`src/rtl/pipeline_scoreboard.sv`:
```
// Tracks in-flight register writes across DEPTH post-decode stages, raises the
// ID-stage stall and registers per-source forwarding selects for the EXE operand muxes.
module pipeline_scoreboard #(
    parameter int NUM_SRC    = 2,
    parameter int DEPTH      = 3,
    parameter int REG_AW     = 4,
    parameter int LOAD_READY = 2,
    localparam int SELW      = $clog2(DEPTH + 1)
) (
    input  logic                      clk,
    input  logic                      rst,
    input  logic                      fwd_en,
    input  logic                      flush,
    input  logic                      id_valid,
    input  logic                      id_wb_en,
    input  logic                      id_is_load,
    input  logic [REG_AW-1:0]         id_dest,
    input  logic [NUM_SRC*REG_AW-1:0] id_src,
    input  logic [NUM_SRC-1:0]        id_src_used,
    output logic                      stall,
    output logic [NUM_SRC*SELW-1:0]   exe_fwd_sel,
    output logic [DEPTH-1:0]          stage_valid
);

    logic [DEPTH-1:0]        ent_valid;
    logic [DEPTH-1:0]        ent_wb;
    logic [DEPTH-1:0]        ent_load;
    logic [REG_AW-1:0]       ent_dest [DEPTH];

    logic [NUM_SRC-1:0]      hit;
    logic [NUM_SRC-1:0]      hit_load;
    logic [NUM_SRC-1:0]      hit_early;
    int                      hit_k [NUM_SRC];
    logic [NUM_SRC-1:0]      src_stall;
    logic [NUM_SRC*SELW-1:0] sel_next;

    // Scan oldest to youngest so the lowest matching stage is left standing.
    always_comb begin
        hit       = '0;
        hit_load  = '0;
        hit_early = '0;
        src_stall = '0;
        sel_next  = '0;
        for (int i = 0; i < NUM_SRC; i++) begin
            hit_k[i] = 0;
            for (int k = DEPTH - 1; k >= 0; k--) begin
                if (id_valid && id_src_used[i] && ent_valid[k] && ent_wb[k] &&
                    ent_dest[k] == id_src[i*REG_AW +: REG_AW]) begin
                    hit[i]      = 1'b1;
                    hit_load[i] = ent_load[k];
                    hit_k[i]    = k;
                    if (k <= DEPTH - 2) begin
                        hit_early[i] = 1'b1;
                    end
                end
            end
            if (fwd_en) begin
                src_stall[i] = hit[i] && hit_load[i] && (hit_k[i] < LOAD_READY - 1);
                if (hit[i] && !src_stall[i] && hit_k[i] < DEPTH - 1) begin
                    sel_next[i*SELW +: SELW] = SELW'(hit_k[i] + 1);
                end
            end else begin
                // WB write lands in the register file early enough for the ID read.
                src_stall[i] = hit_early[i];
            end
        end
    end

    assign stall       = (|src_stall) && !flush;
    assign stage_valid = ent_valid;

    always_ff @(posedge clk) begin
        if (rst) begin
            ent_valid   <= '0;
            ent_wb      <= '0;
            ent_load    <= '0;
            exe_fwd_sel <= '0;
            for (int k = 0; k < DEPTH; k++) begin
                ent_dest[k] <= '0;
            end
        end else begin
            for (int k = 1; k < DEPTH; k++) begin
                ent_valid[k] <= ent_valid[k-1];
                ent_wb[k]    <= ent_wb[k-1];
                ent_load[k]  <= ent_load[k-1];
                ent_dest[k]  <= ent_dest[k-1];
            end
            if (flush || stall) begin
                ent_valid[0] <= 1'b0;
                ent_wb[0]    <= 1'b0;
                ent_load[0]  <= 1'b0;
                ent_dest[0]  <= '0;
                exe_fwd_sel  <= '0;
            end else begin
                ent_valid[0] <= id_valid;
                ent_wb[0]    <= id_wb_en;
                ent_load[0]  <= id_is_load;
                ent_dest[0]  <= id_dest;
                exe_fwd_sel  <= sel_next;
            end
        end
    end

endmodule

```
`config.mk`:
```
export PLATFORM = sky130hd
export DESIGN_NAME = pipeline_scoreboard
export DESIGN_NICKNAME = d
export VERILOG_FILES = /design/src/rtl/pipeline_scoreboard.sv
export SDC_FILE = /design/constraint.sdc
export NUM_CORES = 1
export LEC_CHECK = 0
export ABC_AREA = 1
export CORE_ASPECT_RATIO = 1.1
export CORE_MARGIN = 2
export CORE_UTILIZATION = 30
export CTS_CLUSTER_DIAMETER = 200
export CTS_CLUSTER_SIZE = 24
export DETAILED_ROUTE_END_ITERATION = 12
export GPL_TIMING_DRIVEN = 1
export SYNTH_ARGS = -nofsm -noshare
export SYNTH_HDL_FRONTEND = slang
export SYNTH_SLANG_ARGS = --single-unit
```
`constraint.sdc`:
```
create_clock -name clk -period 4.9 [get_ports clk]
set_clock_uncertainty 0.2 [all_clocks]
set_input_delay 0.49 -clock clk [delete_from_list [all_inputs] [get_ports clk]]
set_output_delay 0.49 -clock clk [all_outputs]
set_load 0.01 [all_outputs]
```
# [After elaboration in Yosys (flattened, before gate mapping)]
# Memory sizes are Yosys's and may differ from the RTL's.
# Cells that the tools add are included.
[classes] eq_ne=6 order_cmp=4 n_mux=37 n_reduce_logical=37 bitwise_logic=7 add_sub_neg=2
[op_table] cell="$mux W32" n=4
[op_table] cell="$lt A32 B2 Y1 const B" n=2
[op_table] cell="$lt A32 B3 Y1 const B" n=2
[op_table] cell="$logic_and A1 B1 Y1" n=29
[op_table] cell="$mux W1" n=27
[op_table] cell="$eq A4 B4 Y1" n=6
[op_table] cell="$mux W4" n=4
[op_table] cell="$reduce_or A4 Y1" n=2
[op_table] cell="$add A2 B2 Y2 const B" n=2
[op_table] cell="$mux W2" n=2
[op_table] cell="$or A1 B1 Y1" n=4
[op_table] cell="$reduce_or A2 Y1" n=2
[op_table] cell="$logic_not A1 Y1" n=3
[op_table] cell="$not A1 Y1" n=3
[op_table] cell="$logic_or A1 B1 Y1" n=1
[word_totals] memories=1 out_inout_bits=8 inputBits=21 mem_bits_rw=12 word_cells=102 ff_bits=13
[mem_list] memory="ent_dest" words=3 word_bits=4 read_ports=3 rd_clocked_by_memory_dff=0 write_ports=3 line="28" source="logic [REG_AW-1:0] ent_dest [DEPTH];"

# [Longest topological paths before layout]
[logic_depth] word_depth=18 mapped_depth=18 ltp_nobuf=18

# [Worst setup path after synthesis]
# Ideal clock, no wire load.
[synth_timing] path_kind="in2out" from="input id_src_used[0]" to="output stall" n_path_buf=0 path_stages=15 required_ns=4.210 arrival_ns=1.664 path_slack_ns=2.546 path_cell_list="nand2_1 nor2_1 nand3_1 nor2_1 nor2_1 nand2_1 ha_1 inv_1 nor2_1 nand2_1 nand2_1 nand2_2 nand2_2 inv_2 nor2_1"
[synth_between] elab_chain_len=12 elab_cells_between_ends=27 classes_between="1 x order compare; 12 x mux; 14 x reduce/logical"
[synth_rtl] element="start: declaration" line="19" source="input logic [NUM_SRC-1:0] id_src_used,"
[synth_rtl] element="$logic_and A1 B1 Y1 (*)" line="47" source="if (id_valid && id_src_used[i] && ent_valid[k] && ent_wb[k] &&"
[synth_rtl] element="$logic_and A1 B1 Y1 (3 in series)" line="47"
[synth_rtl] element="$mux W2 / $mux W1 (equally long branches)" line="47"
[synth_rtl] element="$mux W32 / $mux W1 (equally long branches) (2 in series)" line="47"
[synth_rtl] element="$lt A32 B2 Y1 / $logic_and A1 B1 Y1 (equally long branches)" line="58" source="src_stall[i] = hit[i] && hit_load[i] && (hit_k[i] < LOAD_READY - 1);"
[synth_rtl] element="$logic_and A1 B1 Y1" line="58"
[synth_rtl] element="$mux W1 (*)" line="57" source="if (fwd_en) begin"
[synth_rtl] element="$reduce_or A2 Y1 (*)" line="69" source="assign stall = (|src_stall) && !flush;"
[synth_rtl] element="$logic_and A1 B1 Y1 (*)" line="69"
[synth_rtl] element="end: declaration" line="20" source="output logic stall,"
# Mark *: on every way between the ends. The rest lies on a longest branch, timed or not.

# [Worst setup path in the final report]
[layout_timing] from="input id_src[2]" to="output stall"
[layout_between] elab_chain_len=10 elab_cells_between_ends=23 classes_between="1 x order compare; 3 x eq/ne; 12 x mux; 7 x reduce/logical"
[layout_rtl] element="start: declaration" line="18" source="input logic [NUM_SRC*REG_AW-1:0] id_src,"
[layout_rtl] element="$eq A4 B4 Y1" line="48" source="ent_dest[k] == id_src[i*REG_AW +: REG_AW]) begin"
[layout_rtl] element="$logic_and A1 B1 Y1" line="47"
[layout_rtl] element="$mux W2 / $mux W1 (equally long branches)" line="47"
[layout_rtl] element="$mux W32 / $mux W1 (equally long branches) (2 in series)" line="47"
[layout_rtl] element="$lt A32 B2 Y1 / $logic_and A1 B1 Y1 (equally long branches)" line="58"
[layout_rtl] element="$logic_and A1 B1 Y1" line="58"
[layout_rtl] element="$mux W1 (*)" line="57"
[layout_rtl] element="$reduce_or A2 Y1 (*)" line="69"
[layout_rtl] element="$logic_and A1 B1 Y1 (*)" line="69"
# Marked as above.

==> summary.txt <==
Routing
  – DR vias: 1298
  – Antenna viol nets, final: 0
  – Routed wire length: 3.06 mm
  – Drt via density: 4.26
  – Iteration count of the initial detailed-routing pass: 4
  – Wire length per cell after detailed routing: 10.0 um
  – Post-route DRC violation count: 0
  – DRC marker count from the first detailed-route iteration: 49

Logic synthesis
  – Warnings from Yosys: 0
  – Number of instances in the synthesized netlist: 207
  – Proportion of synthesized chip area in sequential cells: 0.429
  – Average footprint of a synthesized cell: 6.98 um^2
  – Netlist area before placement: 1450 um^2
  – Unique masters post-synth: 24
  – Synth Register Bits: 25

Global route
  – Initial antenna violation count: 0
  – GRT Total Usage: 0.127
  – Remaining global-route overflow: 0
  – Largest net degree at the start of global routing: 16
  – Via count of the first global-routing pass: 1264
  – First-pass GRT wire length: 5.46 mm

Worst setup path
  – Nature of the critical path startpoint: input pin
  – Critical path type: input pin to output port
  – Required @ worst endpoint: 4.21 ns
  – Arrival time at the worst endpoint: 2.88 ns
  – Critical path capture point type: output port
  – Crit Path Max Fanout: 4

Clocking
  – H-tree depth: 1
  – Number of instances resized during post-cts repair: 0
  – Buffer count from post-CTS setup fixing: 0
  – Hold-fix buffer count after cts: 0
  – Clock tree from TritonCTS: built
  – Number of buffers between clock root and the deepest sink: 2
  – Skew-Pair Late Insertion Delay: 0.27 ns
  – Root buffer selected by CTS: clkbuf_8
  – Clock slew at reported path FFs: 0.09 ns
  – Count of clock tree sinks: 25
  – Number of CTS-inserted buffers: 3

Timing
  – Final number of max-transition violations: 0
  – Total negative setup slack: 0 ns
  – Transition time at the pin with the least slew margin: 0.619 ns
  – Final cycle utilization of the critical path: 0.728
  – Hold Vio Cnt, Final: 0
  – Final Setup Violations: 0
  – Highest clock rate: 280 MHz
  – RSZ-0062 raised after global routing: false
  – Max-Slew Margin vs Limit: 0.586
  – Final Critical Period: 3.57 ns

Run
  – Reported max-cap violation count: 0

Die
  – Total Die Area: 5390 um^2
  – Effective utilization at floorplan: 0.311
  – # IOs: 29
  – Core box area: 4650 um^2
  – Die width: 70.2 um
  – Height of the die: 76.8 um
  – Site Rows: 26

Placement
  – Count of buffers from port buffering: 28
  – Placed cell count: 301
  – Final HPWL DP: 2.54 mm
  – Placer's final routability congestion estimate: 0.873

Final layout
  – Antenna Diode Count: 0
  – Net count reported at finish: 273
  – Fraction of final layout cells sized beyond drive strength 1: 0.0964
  – Most frequent standard cell in the layout excluding fill and tap cells: nand2_1
  – Growth of design area from synthesis to finish: 30.0%
  – Highest-count cells in the layout ignoring fill and taps: nand2_1 (54), inv_1 (38), nor2_1 (35)
  – Final cell count without fillers: 305

Status
  – Outcome: complete, no violations

Hold path
  – Class of the most critical hold timing path: register to register

Pwr
  – Net switching share of the total power: 0.253
  – Cell leakage power: 0.877 nW
  – Total Power Consumption: 0.422 mW
  – Reg power frac: 0.554
  – Cell-internal power: 0.315 mW
  – Clock share of power: 0.296
  – Net switching power figure: 0.107 mW
  – Pwr per Cell Area: 224 nW/um^2
  – Part of the power in combinational logic: 0.150
  – Worst voltage drop across the vdd grid: 0.0769 mV
## critical path, stage by stage
cell             delay, ns
clkdlybuf4s50_1       0.55
inv_2                 0.06
nand2_1               0.05
nand2_1               0.06
nor2_2                0.15
nand3_2               0.13
inv_1                 0.08
nor2_1                0.05
nand2_1               0.08
ha_1                  0.14
inv_1                 0.04
nor2_1                0.09
nand2_1               0.05
nand2_1               0.06
nand2_2               0.07
nand2_2               0.07
inv_2                 0.04
nor2_1                0.08
clkdlybuf4s50_1       0.54
## layer usage
layer	wire, um	track usage	vias up	share of wire
met5	0	0	-	0
met4	51	0.0500	0	0.017
met3	127	0.0171	5	0.041
met2	1540	0.222	27	0.50
met1	1350	0.157	568	0.44
li1	-	-	698	-
## metrics by stage
step            util  setup slack [ns]  hold slack, ns  instance area, um^2
2_1_floorplan      -              2.55           0.203                 1490
3_3_place_gp   0.394              1.37           0.212                 1830
3_5_place_dp   0.394              1.34           0.214                 1830
4_1_cts        0.404              1.34           0.228                 1880
5_1_grt        0.404              1.08           0.264                 1880
6_report       0.404              1.33           0.226                 1880
## synth_stat cells, drive strengths merged
cell / number / area [um^2]
xnor2: 3 / 26.3
nor2: 45 / 194
nand2: 58 / 233
nor3: 4 / 25.0
inv: 43 / 161
nand4: 4 / 25.0
a21oi: 1 / 5.00
o21a: 1 / 7.51
nand3: 11 / 60.1
edfxtp: 12 / 360
dfxtp: 13 / 260
ha: 2 / 25.0
conb: 1 / 3.75
o21ai: 3 / 15.0
o22ai: 1 / 6.26
a21boi: 1 / 7.51
xor2: 3 / 26.3
clkbuf: 1 / 3.75
## sequential cells by signal (all words and copies together) (netlist names)
register	flops
ent_dest	12
exe_fwd_sel	4
ent_load	3
ent_wb	3
stage_valid	3
## layout make-up
cell class / instances / area, um^2
clock buffer: 4 / 45.0
fill: 517 / 2770
inverter: 43 / 161
multi-input combinational: 149 / 701
sequential: 25 / 621
tap: 56 / 70.1
timing repair buffer: 28 / 280
## power by group through the flow
stage	Clock, mW	Sequential, mW	Combinational (mW)
final	0.125	0.233	0.0633
after global routing	0.137	0.235	0.0723
after CTS	0.129	0.233	0.0638
after detailed placement	0	0.238	0.0635
after global placement	0	0.238	0.0630
after floorplan	0	0.237	0.0338
## final timing paths
path	start	end	slack [ns]	cells after the start
worst max-delay path	id_src[2]	stall	1.33	19
worst min-delay path	ent_wb[1]$_SDFF_PP0_	ent_wb[2]$_SDFF_PP0_	0.23	2
worst max register to register	ent_dest[0][5]$_SDFFCE_PN0P_	ent_dest[0][1]$_SDFFCE_PN0P_	2.66	15
worst min register to register	ent_wb[1]$_SDFF_PP0_	ent_wb[2]$_SDFF_PP0_	0.23	2
## cells by family (layout without fill, tap and decap cells)
logic type      after synthesis  after routing  share of synthesized area
simple gates                122            122                      0.371
buf+inv                      44             75                      0.114
flops                        25             25                      0.429
compound gates                7              7                     0.0286
xor+xnor                      6              6                     0.0364
fa+ha+maj                     2              2                     0.0173
other cells                   1             12                    0.00259
Note: power is estimated with default switching activity, not from simulation.
